**src/rtl/multi_port_lock.sv**
```systemverilog
// ---------------------------------------------------------------------------
// multi_port_lock
//
// Round-robin mutual-exclusion lock shared by NUM_PORTS requesters. An idle
// lock is granted to the first requesting port found scanning upward from
// rr_ptr, wrapping around. The owner keeps the lock until it signals done.
// After a release the lock is always idle for one cycle, and rr_ptr moves to
// the port after the old owner, so that owner ends up with the lowest priority.
//
// Optional feature (compile-time macro LOCK_TIMEOUT_EN):
//   A hold counter forces a release after TIMEOUT cycles without done, and
//   'timeout' pulses for one cycle as busy falls. Without the macro no
//   counter is built and 'timeout' is tied low.
//
// Parameters:
//   NUM_PORTS  number of requesting ports (2..16)
//   TIMEOUT    maximum lock-hold cycles (2..65535), LOCK_TIMEOUT_EN only
//
// Ports:
//   clock    in   1          rising-edge clock
//   rst      in   1          asynchronous active-high reset
//   req      in   NUM_PORTS  per-port level-sensitive lock request
//   done     in   NUM_PORTS  per-port transfer complete (owner bit only)
//   grant    out  NUM_PORTS  one-hot, bit k high while port k owns the lock
//   pend     out  NUM_PORTS  bit k high while another port owns the lock
//   owner    out  IDX_W      index of current owner, holds last value idle
//   busy     out  1          high while any port owns the lock
//   timeout  out  1          one-cycle pulse on a forced release
//
// Every output is registered and loaded with its next-state value, so each
// output changes in the cycle after the input that causes it is sampled.
// ---------------------------------------------------------------------------
module multi_port_lock #(
    parameter  int NUM_PORTS = 4,
    parameter  int TIMEOUT   = 4096,
    localparam int IDX_W     = (NUM_PORTS > 2) ? $clog2(NUM_PORTS) : 1
) (
    input  logic                 clock,
    input  logic                 rst,
    input  logic [NUM_PORTS-1:0] req,
    input  logic [NUM_PORTS-1:0] done,
    output logic [NUM_PORTS-1:0] grant,
    output logic [NUM_PORTS-1:0] pend,
    output logic [IDX_W-1:0]     owner,
    output logic                 busy,
    output logic                 timeout
);

    // Out-of-range parameters are rejected when the design is elaborated.
    generate
        if (NUM_PORTS < 2 || NUM_PORTS > 16) begin : g_bad_num_ports
            $error("multi_port_lock: NUM_PORTS must be in 2..16");
        end
        if (TIMEOUT < 2 || TIMEOUT > 65535) begin : g_bad_timeout
            $error("multi_port_lock: TIMEOUT must be in 2..65535");
        end
    endgenerate

    typedef enum logic {
        IDLE = 1'b0,
        EXEC = 1'b1
    } state_t;

    typedef struct packed {
        logic             found;
        logic [IDX_W-1:0] idx;
    } pick_t;

    state_t           state;
    logic [IDX_W-1:0] rr_ptr;
    pick_t            pick_r;

    // First requester at or above 'start', wrapping past the top port.
    // start + i never exceeds 2*(NUM_PORTS-1), so one extra bit is enough to
    // hold the sum before it wraps.
    function automatic pick_t rr_pick(input logic [NUM_PORTS-1:0] r,
                                      input logic [IDX_W-1:0]     start);
        pick_t          p;
        logic [IDX_W:0] cand;
        p.found = 1'b0;
        p.idx   = '0;
        for (int i = 0; i < NUM_PORTS; i++) begin
            cand = {1'b0, start} + (IDX_W+1)'(i);
            if (cand >= (IDX_W+1)'(NUM_PORTS))
                cand = cand - (IDX_W+1)'(NUM_PORTS);
            if (!p.found && r[cand[IDX_W-1:0]]) begin
                p.found = 1'b1;
                p.idx   = cand[IDX_W-1:0];
            end
        end
        return p;
    endfunction

    function automatic logic [NUM_PORTS-1:0] one_hot(input logic [IDX_W-1:0] idx);
        return {{(NUM_PORTS-1){1'b0}}, 1'b1} << idx;
    endfunction

    // The port after the owner is first in line at the next arbitration.
    function automatic logic [IDX_W-1:0] next_port(input logic [IDX_W-1:0] idx);
        return (idx == IDX_W'(NUM_PORTS - 1)) ? '0 : idx + 1'b1;
    endfunction

    assign pick_r = rr_pick(req, rr_ptr);

`ifdef LOCK_TIMEOUT_EN
    // 16 bits covers the largest legal TIMEOUT.
    logic [15:0] hold_cnt;

    // NOTE: state registers use non-blocking assignments only, so every
    // register in this block sees the pre-edge values of all the others.
    always_ff @(posedge clock or posedge rst) begin
        if (rst) begin
            state    <= IDLE;
            rr_ptr   <= '0;
            owner    <= '0;
            grant    <= '0;
            pend     <= '0;
            busy     <= 1'b0;
            timeout  <= 1'b0;
            hold_cnt <= '0;
        end else begin
            timeout <= 1'b0;
            case (state)
                IDLE: begin
                    // done is ignored while idle; only req matters here.
                    if (pick_r.found) begin
                        state    <= EXEC;
                        owner    <= pick_r.idx;
                        grant    <= one_hot(pick_r.idx);
                        pend     <= ~one_hot(pick_r.idx);
                        busy     <= 1'b1;
                        hold_cnt <= '0;
                    end
                end
                EXEC: begin
                    // Only the owner's done bit can release the lock. A
                    // dropped req leaves the lock held.
                    if (done[owner]) begin
                        state  <= IDLE;
                        rr_ptr <= next_port(owner);
                        grant  <= '0;
                        pend   <= '0;
                        busy   <= 1'b0;
                    end else if (hold_cnt == 16'(TIMEOUT - 1)) begin
                        state   <= IDLE;
                        rr_ptr  <= next_port(owner);
                        grant   <= '0;
                        pend    <= '0;
                        busy    <= 1'b0;
                        timeout <= 1'b1;
                    end else begin
                        hold_cnt <= hold_cnt + 16'd1;
                    end
                end
                default: state <= IDLE;
            endcase
        end
    end
`else
    assign timeout = 1'b0;

    always_ff @(posedge clock or posedge rst) begin
        if (rst) begin
            state  <= IDLE;
            rr_ptr <= '0;
            owner  <= '0;
            grant  <= '0;
            pend   <= '0;
            busy   <= 1'b0;
        end else begin
            case (state)
                IDLE: begin
                    if (pick_r.found) begin
                        state <= EXEC;
                        owner <= pick_r.idx;
                        grant <= one_hot(pick_r.idx);
                        pend  <= ~one_hot(pick_r.idx);
                        busy  <= 1'b1;
                    end
                end
                EXEC: begin
                    if (done[owner]) begin
                        state  <= IDLE;
                        rr_ptr <= next_port(owner);
                        grant  <= '0;
                        pend   <= '0;
                        busy   <= 1'b0;
                    end
                end
                default: state <= IDLE;
            endcase
        end
    end
`endif

endmodule

```
**config.mk**
```make
export PLATFORM = sky130hd
export DESIGN_NAME = multi_port_lock
export DESIGN_NICKNAME = d
export VERILOG_FILES = /design/src/rtl/multi_port_lock.sv
export SDC_FILE = /design/constraint.sdc
export NUM_CORES = 1
export LEC_CHECK = 0
export ABC_AREA = 1
export BUFFER_PORTS_ARGS = -buffer_cell sky130_fd_sc_hd__buf_2
export CORE_MARGIN = 5
export CORE_UTILIZATION = 42
export CTS_BUF_LIST = sky130_fd_sc_hd__clkbuf_8
export CTS_CLUSTER_DIAMETER = 80
export DETAILED_ROUTE_END_ITERATION = 16
export GPL_TIMING_DRIVEN = 0
export PLACE_DENSITY = 0.67
export RECOVER_POWER = 50
export SYNTH_ARGS = -nofsm -noshare
export SYNTH_HDL_FRONTEND = slang
export SYNTH_SLANG_ARGS = --single-unit
```
**constraint.sdc**
```tcl
create_clock -name clock -period 1.4 [get_ports clock]
set_input_delay 0.21 -clock clock [delete_from_list [all_inputs] [get_ports clock]]
set_output_delay 0.21 -clock clock [all_outputs]
set_load 0.03 [all_outputs]
```
== Yosys cells after proc, flatten, opt, wreduce, memory -nomap -nowiden ==
Cells that the tools add are included.

* Bits of input ports: 10
* Bits in latches: 0
* Memory bits (writable): 0
* ROM bits: 0
* Register bits after elaboration: 14
* Memories: 0
* Output and inout bits: 12

* Add/subtract/negate cells: 8
* Div/mod/pow operators: 0
* Shifts and indexed selects: 1
* Reductions and logical operators: 9
* Multiplexer cells: 30
* Eq/ne operators: 3
* Multipliers: 0
* $lt $le $gt $ge: 9
* Bitwise logic cells: 2

{| class="wikitable"
|+ Operators with widths
! cell !! count
|-
| $pmux W4 S2 || 2
|-
| $lt A2 B3 Y1 const B || 5
|-
| $mux W3 || 4
|-
| $mux W4 || 3
|-
| $bmux W1 S2 || 5
|-
| $mux W2 || 5
|-
| $ge A3 B3 Y1 const B || 3
|-
| $mux W1 || 9
|-
| $sub A2 B1 Y2 const B || 4
|-
| $add A2 B2 Y3 const B || 2
|-
| $reduce_and A2 Y1 || 3
|-
| $not A4 Y4 || 1
|-
| $pmux W1 S2 || 2
|-
| $shl A1 B2 Y4 const A || 1
|-
| $add A2 B1 Y3 const B || 1
|-
| $ge A2 B3 Y1 const B || 1
|-
| $logic_and A1 B1 Y1 || 3
|-
| $logic_not A1 Y1 || 3
|-
| $add A2 B1 Y2 const B || 1
|-
| $eq A2 B2 Y1 const B || 1
|-
| $ne A2 B1 Y1 const B || 1
|-
| $ne A2 B2 Y1 const B || 1
|-
| $not A1 Y1 || 1
|}

== Logic depth before layout (Yosys ltp) ==
* Depth after elaboration: 18
* Gate-level depth with buffers: 12
* Gate-level depth less buffers: 12

== Worst setup path before layout ==
No wires, ideal clock.

* Path kind: register -> register
* Start: reg owner[0]
* End: reg grant[0]
* Data arrival time: 1411 ps
* Required time: 1326 ps
* Cell stages (with the launch flop): 9
* Buffers on the path: 0
* Library setup time: 74 ps
* Clock period less this slack: 1485 ps
* Slack: -85 ps
* Path through: dfrtp_1 > inv_1 > o21ai_0 > o22ai_1 > nand2_1 > inv_1 > a21oi_4 > nand2_1 > o21ai_2

* Cells in the longest elaborated chain, start to end: 4

{| class="wikitable"
|+ RTL lines
! element !! line !! source
|-
| start: declaration || 44 || <nowiki>output logic [IDX_W-1:0] owner,</nowiki>
|-
| start signal: assignment || 175 || <nowiki>owner <= pick_r.idx;</nowiki>
|-
| $bmux W1 S2 || 182 || <nowiki>if (done[owner]) begin</nowiki>
|-
| $mux W1 (implied by the code) || 182 ||
|-
| $ne A2 B1 Y1 (no line) || -- ||
|-
| $reduce_and A2 Y1 (no line) || -- ||
|-
| end signal: assignment || 176 || <nowiki>grant <= one_hot(pick_r.idx);</nowiki>
|-
| end: declaration || 42 || <nowiki>output logic [NUM_PORTS-1:0] grant,</nowiki>
|}

No other way between the ends. The select of a mux whose other input is x is not followed.
A chain may end at the register's enable or synchronous reset.

== Final worst setup path ==
* Start: reg rr_ptr[0]
* End: reg pend[1]

* Cells in the longest elaborated chain, start to end: 18
* Elaborated cells between the ends (all ways): 39
* Classes of those cells: add/sub (7); order compare (4); eq/ne (1); shift (1); mux (18); bitwise (1); reduce/logical (7)

{| class="wikitable"
|+ RTL lines
! element !! line !! source
|-
| start: declaration || 70 || <nowiki>logic [IDX_W-1:0] rr_ptr;</nowiki>
|-
| start signal: assignment || 184 || <nowiki>rr_ptr <= next_port(owner);</nowiki>
|-
| parallel branches: the longest is 13 deep, another holds $add A2 B1 Y3 || -- ||
|-
| $mux W3 (*) || 86 || <nowiki>if (!p.found && r[cand[IDX_W-1:0]]) begin</nowiki>
|-
| $shl A1 B2 Y4 || 95 || <nowiki>return {{(NUM_PORTS-1){1'b0}}, 1'b1} << idx;</nowiki>
|-
| $not A4 Y4 || 177 || <nowiki>pend <= ~one_hot(pick_r.idx);</nowiki>
|-
| $mux W4 || 173 || <nowiki>if (pick_r.found) begin</nowiki>
|-
| $pmux W4 S2 || 171 || <nowiki>case (state)</nowiki>
|-
| end signal: assignment || 177 ||
|-
| end: declaration || 43 || <nowiki>output logic [NUM_PORTS-1:0] pend,</nowiki>
|}

Every way passes the cells marked *. The select of a mux whose other input is x is not followed.

==> metrics <==
syn_nets=138; CTS clock-pin slew for the worst setup and hold paths=0.06 ns; post-layout minimum cycle time=1.61 ns; worst hold path type=input port to asynchronous set/reset pin; vias=892; Die ar.=3410 um2; IO buf count=20; Wirelength per Cell=12.1 um; Worst-Margin Slew=0.528 ns; First-pass DRT Iterations=4; I/O Pins=22; initial antenna violation count=0; CTS H-tree lvls=1; global-route wire length before repair=3850 um; WHS=-0.0126 ns; fin. max-slew vios=0; fin crit share=115%; Die Y=58.4 um; crit path capture type=register; reg-to-reg startpoint=rr_ptr[0]$_DFFE_PP0P_; vias in the first global route=880; Worst EP required=1.52 ns; WL final=2270 um; worst setup margin=-0.205 ns; RSZ-0062 raised after global routing=yes; hold_buf cts=0; DP Worst Slack=-0.209 ns; Skew-Pair Late Insertion Delay=0.25 ns; status=finished with violations; Max Root-Sink Buffers=2; diodes inserted=0; Synth cell types=28; post-synthesis sequential area ratio=35.7%; CTS buffer count=3; Max Fclk=0.623 GHz; max cap viols=0; CP max FO=5; CTS tree=done; antenna-violating nets left=0; failing checks=hold timing, setup timing; CP Class=register to register; Initial Util=44.0%; Netlist Area Pre-Place=982 um2; grt ovf=0; Post-DP HPWL=1590 um; Syn Inst Count=127; synth warn=0; Arr. time, crit path=1.73 ns; area delta synth->final=38.9%; GP Congestion=0.782; CP Launch Type=register; total core area=2230 um2; Site Rows=17; Worst slew margin=64.8%; Worst Setup SP=rr_ptr[0]$_DFFE_PP0P_; CTS Root Cell=clkbuf_8; Final Hold Viols=14; Initial DRC Count=11; # DRC=0; final setup vio count=12; clock sinks=14; die width=58.4 um; Layout Skew=0.00255 ns; vias per cell=4.77; GRT Util Overall=14.3%; Yosys reg bits=14; largest net degree at the start of global routing=15; syn_area_per_cell=7.73 um2; fin nets=171; layout cells sized above 1=55.3%
[path summary, 6_finish.rpt]
check,to,slack (ns),depth (start not counted)
max in group asynchronous,rr_ptr[0]$_DFFE_PP0P_,1.03,2
worst min-delay path,pend[2]$_DFFE_PP0P_,-0.01,2
worst min register to register,grant[3]$_DFFE_PP0P_,0.47,2
min in group clock,state$_DFF_PP0_,0.37,4
worst max register to register,pend[1]$_DFFE_PP0P_,-0.21,10
worst max-delay path,pend[1]$_DFFE_PP0P_,-0.21,10
[placed cells by master (no fill, tap or decap), drive strengths merged]
cell     n
nor2     9
inv     12
clkinv   2
ha       1
o21ai    7
nand3b   1
dfrtp   14
buf     30
a22oi    2
o22ai    1
and2     1
a21oi    5
o31ai    1
nand2   59
nand4    1
nand3    8
conb     1
clkbuf   4
[metrics by stage]
step	hold slack [ns]	cells	area (um2)	util, %	TNS, ns
2_1_floorplan	0.0992	127	1000	-	-0.154
3_3_place_gp	0.270	175	1140	51.0	-1.46
3_5_place_dp	0.276	175	1140	51.0	-1.67
4_1_cts	0.00818	182	1250	56.1	-2.01
5_1_grt	0.0288	187	1360	61.1	-3.04
6_report	-0.0126	187	1360	61.1	-1.99
[flip-flops by register name (all words and copies together), names as in the netlist]
| register | flops |
|---|---|
| owner | 2 |
| grant | 4 |
| busy | 1 |
| pend | 4 |
| rr_ptr | 2 |
| state | 1 |
[Yosys cell counts]
cell | n | area share, %
nand2_4 | 6 | 6.9
nand3_2 | 3 | 3.1
o22ai_1 | 1 | 0.64
o21ai_1 | 1 | 0.51
and2_1 | 1 | 0.64
inv_1 | 10 | 3.8
nor2_1 | 4 | 1.5
o21ai_2 | 2 | 1.8
ha_1 | 1 | 1.3
nor2_4 | 1 | 1.1
nor2_2 | 3 | 1.9
clkinv_1 | 1 | 0.38
nand3_1 | 5 | 2.5
buf_4 | 1 | 0.76
inv_2 | 3 | 1.1
a21oi_1 | 4 | 2.0
nand2_2 | 7 | 4.5
nand2_1 | 46 | 18
o31ai_1 | 1 | 0.76
nand4_1 | 1 | 0.64
buf_6 | 1 | 1.1
nand3b_4 | 1 | 2.0
a21oi_4 | 1 | 1.7
a22oi_1 | 2 | 1.5
conb_1 | 1 | 0.38
dfrtp_1 | 14 | 36
o21ai_0 | 4 | 2.0
nor2_8 | 1 | 2.0
[cell type report]
class	instances	area, um2
tap	28	35.0
fill	198	870
buffer	2	18.8
clock buffer	4	55.1
inverter	14	60.1
multi-input combinational	97	681
timing repair buffer	28	160
sequential	14	354
[worst max-delay path, stage by stage, from the launching register on]
cell and delay, ns:
dfrtp_2 0.45, buf_6 0.16, nand2_4 0.07, nand2_4 0.06
nand2_4 0.08, nand2_4 0.06, nor2_8 0.11, nand3b_4 0.14
buf_4 0.17, a22oi_1 0.13, a21oi_1 0.06
[kinds of logic (layout without fill, tap and decap cells)]
| group | after synthesis | count (layout) | synth area share, % |
|---|---|---|---|
| and+or+nand+nor | 79 | 79 | 44.5 |
| AOI/OAI and AO/OA | 16 | 16 | 11.0 |
| buffers and inverters | 16 | 48 | 7.26 |
| DFF | 14 | 14 | 35.7 |
| adders and majority gates | 1 | 1 | 1.27 |
| other | 1 | 1 | 0.382 |
[metal layers]
metal,global-route usage (%),up-vias,share of wire (%)
met5,0,-,0
met4,2.98,0,1.8
met3,3.51,4,4.5
met2,23.0,19,49
met1,19.6,405,44
li1,-,464,-
[repair_timing]
action	4_1_cts	5_1_grt
setup endpoints to repair	12	13
buffers inserted	2	5
gates resized for setup	11	23
pin swaps	10	17
cloned	1	0
Power is left out: the tool's default activity adds up to more than one toggle a clock period on the data nets, which glitch-free logic cannot reach.
